==> src/rtl/i2c_bus_sampler_if.sv <==
// Bus-facing signal bundle for the I2C input sampler.
// Handshake semantics: every strobe (scl_rise, scl_fall, start, stop,
// byte_valid, ack_valid) is a one-clock valid pulse with no ready; the
// consumer must take it in the cycle it is high. rx_byte and ack are
// qualified by byte_valid and ack_valid respectively and hold between pulses.
// bit_cnt is an observation-only view of the bit assembly counter.
interface i2c_bus_sampler_if;
    logic       scl_i;
    logic       sda_i;
    logic       filter_en;
    logic       scl;
    logic       sda;
    logic       scl_rise;
    logic       scl_fall;
    logic       start;
    logic       stop;
    logic       bus_busy;
    logic       byte_valid;
    logic [7:0] rx_byte;
    logic       ack_valid;
    logic       ack;
    logic [3:0] bit_cnt;

    modport slave (
        input  scl_i, sda_i, filter_en,
        output scl, sda, scl_rise, scl_fall, start, stop, bus_busy,
               byte_valid, rx_byte, ack_valid, ack, bit_cnt
    );

    modport master (
        output scl_i, sda_i, filter_en,
        input  scl, sda, scl_rise, scl_fall, start, stop, bus_busy,
               byte_valid, rx_byte, ack_valid, ack, bit_cnt
    );
endinterface

==> src/rtl/i2c_bus_sampler.sv <==
// I2C input front end: synchronises and glitch-filters SCL/SDA, detects SCL
// edges and START/STOP, and assembles received bits into bytes plus ACK.
// Line index 0 is SCL, index 1 is SDA throughout.
module i2c_bus_sampler #(
    parameter int SYNC_STAGES = 2,
    parameter int FILTER_LEN  = 3
) (
    input logic               clk,
    input logic               rst_n,
    i2c_bus_sampler_if.slave  bus
);

    logic [SYNC_STAGES-1:0] sync_q [2];
    logic [3:0]             cnt_q  [2];
    logic [1:0]             filt_q;
    logic [1:0]             line_raw;
    logic [1:0]             line_s;
    logic [1:0]             line_f;

    logic       scl_d, sda_d;
    logic       rise_c, fall_c, start_c, stop_c;
    logic       scl_rise_q, scl_fall_q, start_q, stop_q;
    logic       busy_q;
    logic [3:0] bit_cnt_q;
    logic [7:0] shift_q;
    logic [7:0] rx_byte_q;
    logic       byte_valid_q, ack_valid_q, ack_q;

    // Select synchroniser tail and filtered/bypassed levels per line.
    always_comb begin
        line_raw = {bus.sda_i, bus.scl_i};
        for (int i = 0; i < 2; i++) begin
            line_s[i] = sync_q[i][SYNC_STAGES-1];
        end
        line_f = bus.filter_en ? filt_q : line_s;
    end

    // Synchroniser chains; reset to the idle-high bus level.
    always_ff @(posedge clk or negedge rst_n) begin
        if (!rst_n) begin
            for (int i = 0; i < 2; i++) sync_q[i] <= '1;
        end else begin
            for (int i = 0; i < 2; i++) begin
                sync_q[i] <= {sync_q[i][SYNC_STAGES-2:0], line_raw[i]};
            end
        end
    end

    // Glitch filter: a line only changes after FILTER_LEN consecutive differing clocks.
    // In bypass the filtered register tracks the synchroniser so re-enabling is glitch-free.
    always_ff @(posedge clk or negedge rst_n) begin
        if (!rst_n) begin
            filt_q <= 2'b11;
            for (int i = 0; i < 2; i++) cnt_q[i] <= '0;
        end else begin
            for (int i = 0; i < 2; i++) begin
                if (!bus.filter_en) begin
                    filt_q[i] <= line_s[i];
                    cnt_q[i]  <= '0;
                end else if (line_s[i] == filt_q[i]) begin
                    cnt_q[i] <= '0;
                end else if (cnt_q[i] == 4'(FILTER_LEN - 1)) begin
                    filt_q[i] <= line_s[i];
                    cnt_q[i]  <= '0;
                end else begin
                    cnt_q[i] <= cnt_q[i] + 4'd1;
                end
            end
        end
    end

    // Edge and bus-condition decode; SDA moving with SCL is neither START nor STOP.
    always_comb begin
        rise_c  =  line_f[0] & ~scl_d;
        fall_c  = ~line_f[0] &  scl_d;
        start_c =  line_f[0] &  scl_d & ~line_f[1] &  sda_d;
        stop_c  =  line_f[0] &  scl_d &  line_f[1] & ~sda_d;
    end

    // Registered strobes, busy flag and bit assembly.
    always_ff @(posedge clk or negedge rst_n) begin
        if (!rst_n) begin
            scl_d        <= 1'b1;
            sda_d        <= 1'b1;
            scl_rise_q   <= 1'b0;
            scl_fall_q   <= 1'b0;
            start_q      <= 1'b0;
            stop_q       <= 1'b0;
            busy_q       <= 1'b0;
            bit_cnt_q    <= '0;
            shift_q      <= '0;
            rx_byte_q    <= '0;
            byte_valid_q <= 1'b0;
            ack_valid_q  <= 1'b0;
            ack_q        <= 1'b0;
        end else begin
            scl_d        <= line_f[0];
            sda_d        <= line_f[1];
            scl_rise_q   <= rise_c;
            scl_fall_q   <= fall_c;
            start_q      <= start_c;
            stop_q       <= stop_c;
            byte_valid_q <= 1'b0;
            ack_valid_q  <= 1'b0;

            if (start_c) begin
                busy_q <= 1'b1;
            end else if (stop_c) begin
                busy_q <= 1'b0;
            end

            // START/STOP cannot coincide with an SCL rise, so these branches are exclusive.
            if (start_c || stop_c) begin
                bit_cnt_q <= '0;
            end else if (rise_c && busy_q) begin
                if (bit_cnt_q < 4'd8) begin
                    shift_q   <= {shift_q[6:0], line_f[1]};
                    bit_cnt_q <= bit_cnt_q + 4'd1;
                    if (bit_cnt_q == 4'd7) begin
                        byte_valid_q <= 1'b1;
                        rx_byte_q    <= {shift_q[6:0], line_f[1]};
                    end
                end else begin
                    ack_valid_q <= 1'b1;
                    ack_q       <= line_f[1];
                    bit_cnt_q   <= '0;
                end
            end
        end
    end

    assign bus.scl        = line_f[0];
    assign bus.sda        = line_f[1];
    assign bus.scl_rise   = scl_rise_q;
    assign bus.scl_fall   = scl_fall_q;
    assign bus.start      = start_q;
    assign bus.stop       = stop_q;
    assign bus.bus_busy   = busy_q;
    assign bus.byte_valid = byte_valid_q;
    assign bus.rx_byte    = rx_byte_q;
    assign bus.ack_valid  = ack_valid_q;
    assign bus.ack        = ack_q;
    assign bus.bit_cnt    = bit_cnt_q;

endmodule

==> src/flat_wrapper.sv <==
// flat-port wrapper written by rule: the top's interface ports become plain ports
module i2c_bus_sampler_flat 
#(
    parameter int SYNC_STAGES = 2,
    parameter int FILTER_LEN  = 3
)
  (clk, rst_n, bus_scl_i, bus_sda_i, bus_filter_en, bus_scl, bus_sda, bus_scl_rise, bus_scl_fall, bus_start, bus_stop, bus_bus_busy, bus_byte_valid, bus_rx_byte, bus_ack_valid, bus_ack, bus_bit_cnt);
  i2c_bus_sampler_if bus_i ();
  input logic clk;
  input logic rst_n;
  input wire logic [$bits(bus_i.scl_i)-1:0] bus_scl_i;
  input wire logic [$bits(bus_i.sda_i)-1:0] bus_sda_i;
  input wire logic [$bits(bus_i.filter_en)-1:0] bus_filter_en;
  output wire logic [$bits(bus_i.scl)-1:0] bus_scl;
  output wire logic [$bits(bus_i.sda)-1:0] bus_sda;
  output wire logic [$bits(bus_i.scl_rise)-1:0] bus_scl_rise;
  output wire logic [$bits(bus_i.scl_fall)-1:0] bus_scl_fall;
  output wire logic [$bits(bus_i.start)-1:0] bus_start;
  output wire logic [$bits(bus_i.stop)-1:0] bus_stop;
  output wire logic [$bits(bus_i.bus_busy)-1:0] bus_bus_busy;
  output wire logic [$bits(bus_i.byte_valid)-1:0] bus_byte_valid;
  output wire logic [$bits(bus_i.rx_byte)-1:0] bus_rx_byte;
  output wire logic [$bits(bus_i.ack_valid)-1:0] bus_ack_valid;
  output wire logic [$bits(bus_i.ack)-1:0] bus_ack;
  output wire logic [$bits(bus_i.bit_cnt)-1:0] bus_bit_cnt;
  assign bus_i.scl_i = bus_scl_i;
  assign bus_i.sda_i = bus_sda_i;
  assign bus_i.filter_en = bus_filter_en;
  assign bus_scl = bus_i.scl;
  assign bus_sda = bus_i.sda;
  assign bus_scl_rise = bus_i.scl_rise;
  assign bus_scl_fall = bus_i.scl_fall;
  assign bus_start = bus_i.start;
  assign bus_stop = bus_i.stop;
  assign bus_bus_busy = bus_i.bus_busy;
  assign bus_byte_valid = bus_i.byte_valid;
  assign bus_rx_byte = bus_i.rx_byte;
  assign bus_ack_valid = bus_i.ack_valid;
  assign bus_ack = bus_i.ack;
  assign bus_bit_cnt = bus_i.bit_cnt;
  i2c_bus_sampler #(.SYNC_STAGES(SYNC_STAGES), .FILTER_LEN(FILTER_LEN)) u_core (.clk(clk), .rst_n(rst_n), .bus(bus_i));
endmodule
==> config.mk <==
export PLATFORM = sky130hd
export DESIGN_NAME = i2c_bus_sampler_flat
export DESIGN_NICKNAME = d
export VERILOG_FILES = /design/src/rtl/i2c_bus_sampler_if.sv /design/src/rtl/i2c_bus_sampler.sv /design/src/flat_wrapper.sv
export SDC_FILE = /design/constraint.sdc
export NUM_CORES = 1
export LEC_CHECK = 0
export BUFFER_PORTS_ARGS = -buffer_cell sky130_fd_sc_hd__buf_2
export CORE_MARGIN = 2
export CORE_UTILIZATION = 59
export CTS_CLUSTER_SIZE = 10
export DETAILED_ROUTE_END_ITERATION = 7
export PLACE_DENSITY = 0.82
export REMOVE_ABC_BUFFERS = 1
export SETUP_SLACK_MARGIN = 0.02
export SYNTH_ARGS = -nofsm -noshare
export SYNTH_HDL_FRONTEND = slang
export SYNTH_SLANG_ARGS = --single-unit
==> constraint.sdc <==
create_clock -name clk -period 3 [get_ports clk]
set_input_delay 0.6 -clock clk [delete_from_list [all_inputs] [get_ports clk]]
set_output_delay 0.6 -clock clk [all_outputs]
set_load 0.01 [all_outputs]
==> reports/results.ini <==
[run_status]
status=finished clean

[sta]
maxSlewViolCount=0
layout_worst_path_cycle_share_pct=67.5
hold_ws_ns=0.339
setup-tns-final_ns=0
rsz0062_at_grt=no
setup_viol=0
worst_slew_pin_slew_ns=0.878
hold_viol=0
fin_worst_skew_ns=0.00925
slew_headroom_pct=41.5
fin_crit_ns=2.02
clock.fmax_mhz=494

[floorplan]
rows=19
die_h_um=58.4
fp.dieW_um=58.4
core_mm2=0.00278
start_util_pct=62.8
die-area_mm2=0.00341
ios=27

[clocking]
clkTransAtPathRegs_ns=0.11
clock_sinks=43
ctsResizeCount=0
clk_latency_ns=0.35
ctsHtreeMaxLevel=2
cts-root-buf=clkbuf_4
cts_buffers=5
tritoncts=done
clock_path_buffers=2
holdBufCountCts=0
post_cts_buffers=0

[global_route]
grt_antenna_before_repair=0
grt_max_degree=44
grt-ovfl-total=0
grt_usage_pct=19.6
grt_pass1_wl_mm=4.71
grt_pass1_vias=1019

[power_and_ir_drop]
p_per_area_mw_per_mm2=768
intPower_mw=1.02
peakVddDrop_mv=0.646
p_leak_nw=0.945
switching_share_pct=31.3
power_frac_seq_pct=56.2
comb_power_share_pct=26.0
clockPowerShare_pct=17.8
switchingPower_uw=466

[critical_path]
end_kind=output port
path_class=primary input to output port
slowest_stage=mux2i_4
cp_cell_sequence=buf_2 > mux2i_4 > inv_1 > buf_2
worstPathMaxFanout=6
critPathRequiredTime_ns=2.40
crit_path_start_kind=primary input
crit_top_cell=buf_2
max_stage_delay_ns=0.35
arrival_ns=1.42

[place]
port_buffers=26
routabilityCongestion=0.799
dp_hpwl_mm=2.02

[synth]
syn_avg_cell_area_um2=13.5
synth_edf_count=0
synth_ff_type=dfrtp_1
ys_seq_area_share_pct=62.2
synth-async-reset-ratio_pct=100
postSynthCellCount=129
yosysWarningCount=0
syn_area_mm2=0.00175
ys_ff_latch=43
ys_types=28

[routing]
num_vias=1022
drc=0
final_antenna_net_count=0
drtIter0Drc=33
drt_pass1_iterations=4
routed_via_density=5.32
wl_mm=2.79
wl_per_cell_um=14.6

[layout]
fin_nets=170
drive_above_1_share_pct=37.3
fill_cells=211
register_area_mm2=0.00109
diodes=0
final_cell_mix=dfrtp_1, buf_2, nor2_1
layout_commonest_cell=dfrtp_1
multi_input_area_um2=598
area_growth_syn_to_layout_pct=10.9

[flow_run]
maxCapViolations=0

[hold_path]
hold_class=primary input to flop

[per-stage QoR]
stage	util [%]	setup slack, ns	std cells	area (um^2)	power (mW)
after floorplan	-	1.07	126	1710	1.08
after global placement	67.8	0.811	184	1890	1.21
after detailed placement	67.8	0.730	184	1890	1.24
after CTS	69.6	0.963	192	1940	1.50
after global routing	69.6	0.916	192	1940	1.59
final	69.6	0.976	192	1940	1.49
[flip-flops by register name, summed over array words and instances (netlist names), 2 cells and up]
name                flops
u_core.shift_q          7
u_core.bus.rx_byte      8
u_core.sync_q           2
u_core.cnt_q            8
u_core.bus.bit_cnt      4
u_core.line_s           2
u_core.filt_q           2
[critical path: cells and delay by family]
kind,cells,cell delay [ns]
buffers and inverters,3,0.46
muxes,1,0.35
[routing by layer]
layer	track usage (%)	wire, um	vias to the layer above
met4	11.0	78	0
met5	0	0	-
met2	29.2	1320	30
met3	4.62	121	7
met1	26.5	1280	491
li1	-	-	494
[logic make-up (layout without fill, tap and decap cells)]
logic type                 Yosys count  after routing  share of synthesized area [%]
muxes                               18             18                           13.9
xor gates and xnor gates             6              6                           3.01
and+or+nand+nor                     38             38                           10.7
DFF                                 43             43                           62.2
buffers and inverters               10             42                           3.58
AOI/OAI and AO/OA                    9              9                           3.01
adders and majority gates            5              5                           3.58
[synth_stat cells, types with 3 or more instances]
| cell | number | area (um^2) |
|---|---|---|
| a21oi_1 | 3 | 15.0 |
| inv_1 | 7 | 26.3 |
| nand2_1 | 8 | 30.0 |
| nand3_1 | 6 | 30.0 |
| mux2_2 | 8 | 90.1 |
| ha_1 | 5 | 62.6 |
| dfstp_2 | 8 | 210 |
| dfrtp_1 | 35 | 876 |
| nor2_1 | 15 | 56.3 |
| o21ai_0 | 3 | 15.0 |
| mux2_4 | 8 | 120 |
| xor2_1 | 4 | 35.0 |
[layout make-up]
| class | instances | area share, % |
|---|---|---|
| Multi-Input combinational cell | 76 | 30.9 |
| Timing Repair Buffer | 27 | 7.11 |
| Clock inverter | 1 | 0.258 |
| Sequential cell | 43 | 56.1 |
| Inverter | 7 | 1.36 |
| Tap cell | 31 | 2.00 |
| Clock buffer | 7 | 2.33 |
[power by group through the flow]
stage          sequential [mW]  combinational [mW]  clock, mW
2_1_floorplan            0.856               0.221          0
3_3_place_gp             0.833               0.374          0
3_5_place_dp             0.848               0.393          0
4_1_cts                  0.837               0.394      0.272
5_1_grt                  0.854               0.430      0.302
6_report                 0.836               0.387      0.265
[path summary, 6_finish.rpt]
path | startpoint | end | slack (ns) | cells after the start
min in group asynchronous | rst_n | u_core.bus.rx_byte[6]$_DFFE_PN0P_ | 0.36 | 1
min | bus_scl_i | u_core.sync_q[2]$_DFF_PN1_ | 0.34 | 1
min reg2reg | u_core.sync_q[2]$_DFF_PN1_ | u_core.line_s[0]$_DFF_PN1_ | 0.36 | 0
max in group asynchronous | rst_n | u_core.bus.bus_busy$_DFFE_PN0N_ | 2.10 | 1
max | bus_filter_en | bus_scl | 0.98 | 4
max reg2reg | u_core.line_s[0]$_DFF_PN1_ | u_core.bus.rx_byte[0]$_DFFE_PN0P_ | 1.04 | 4
Power figures use the tool's default switching activity.
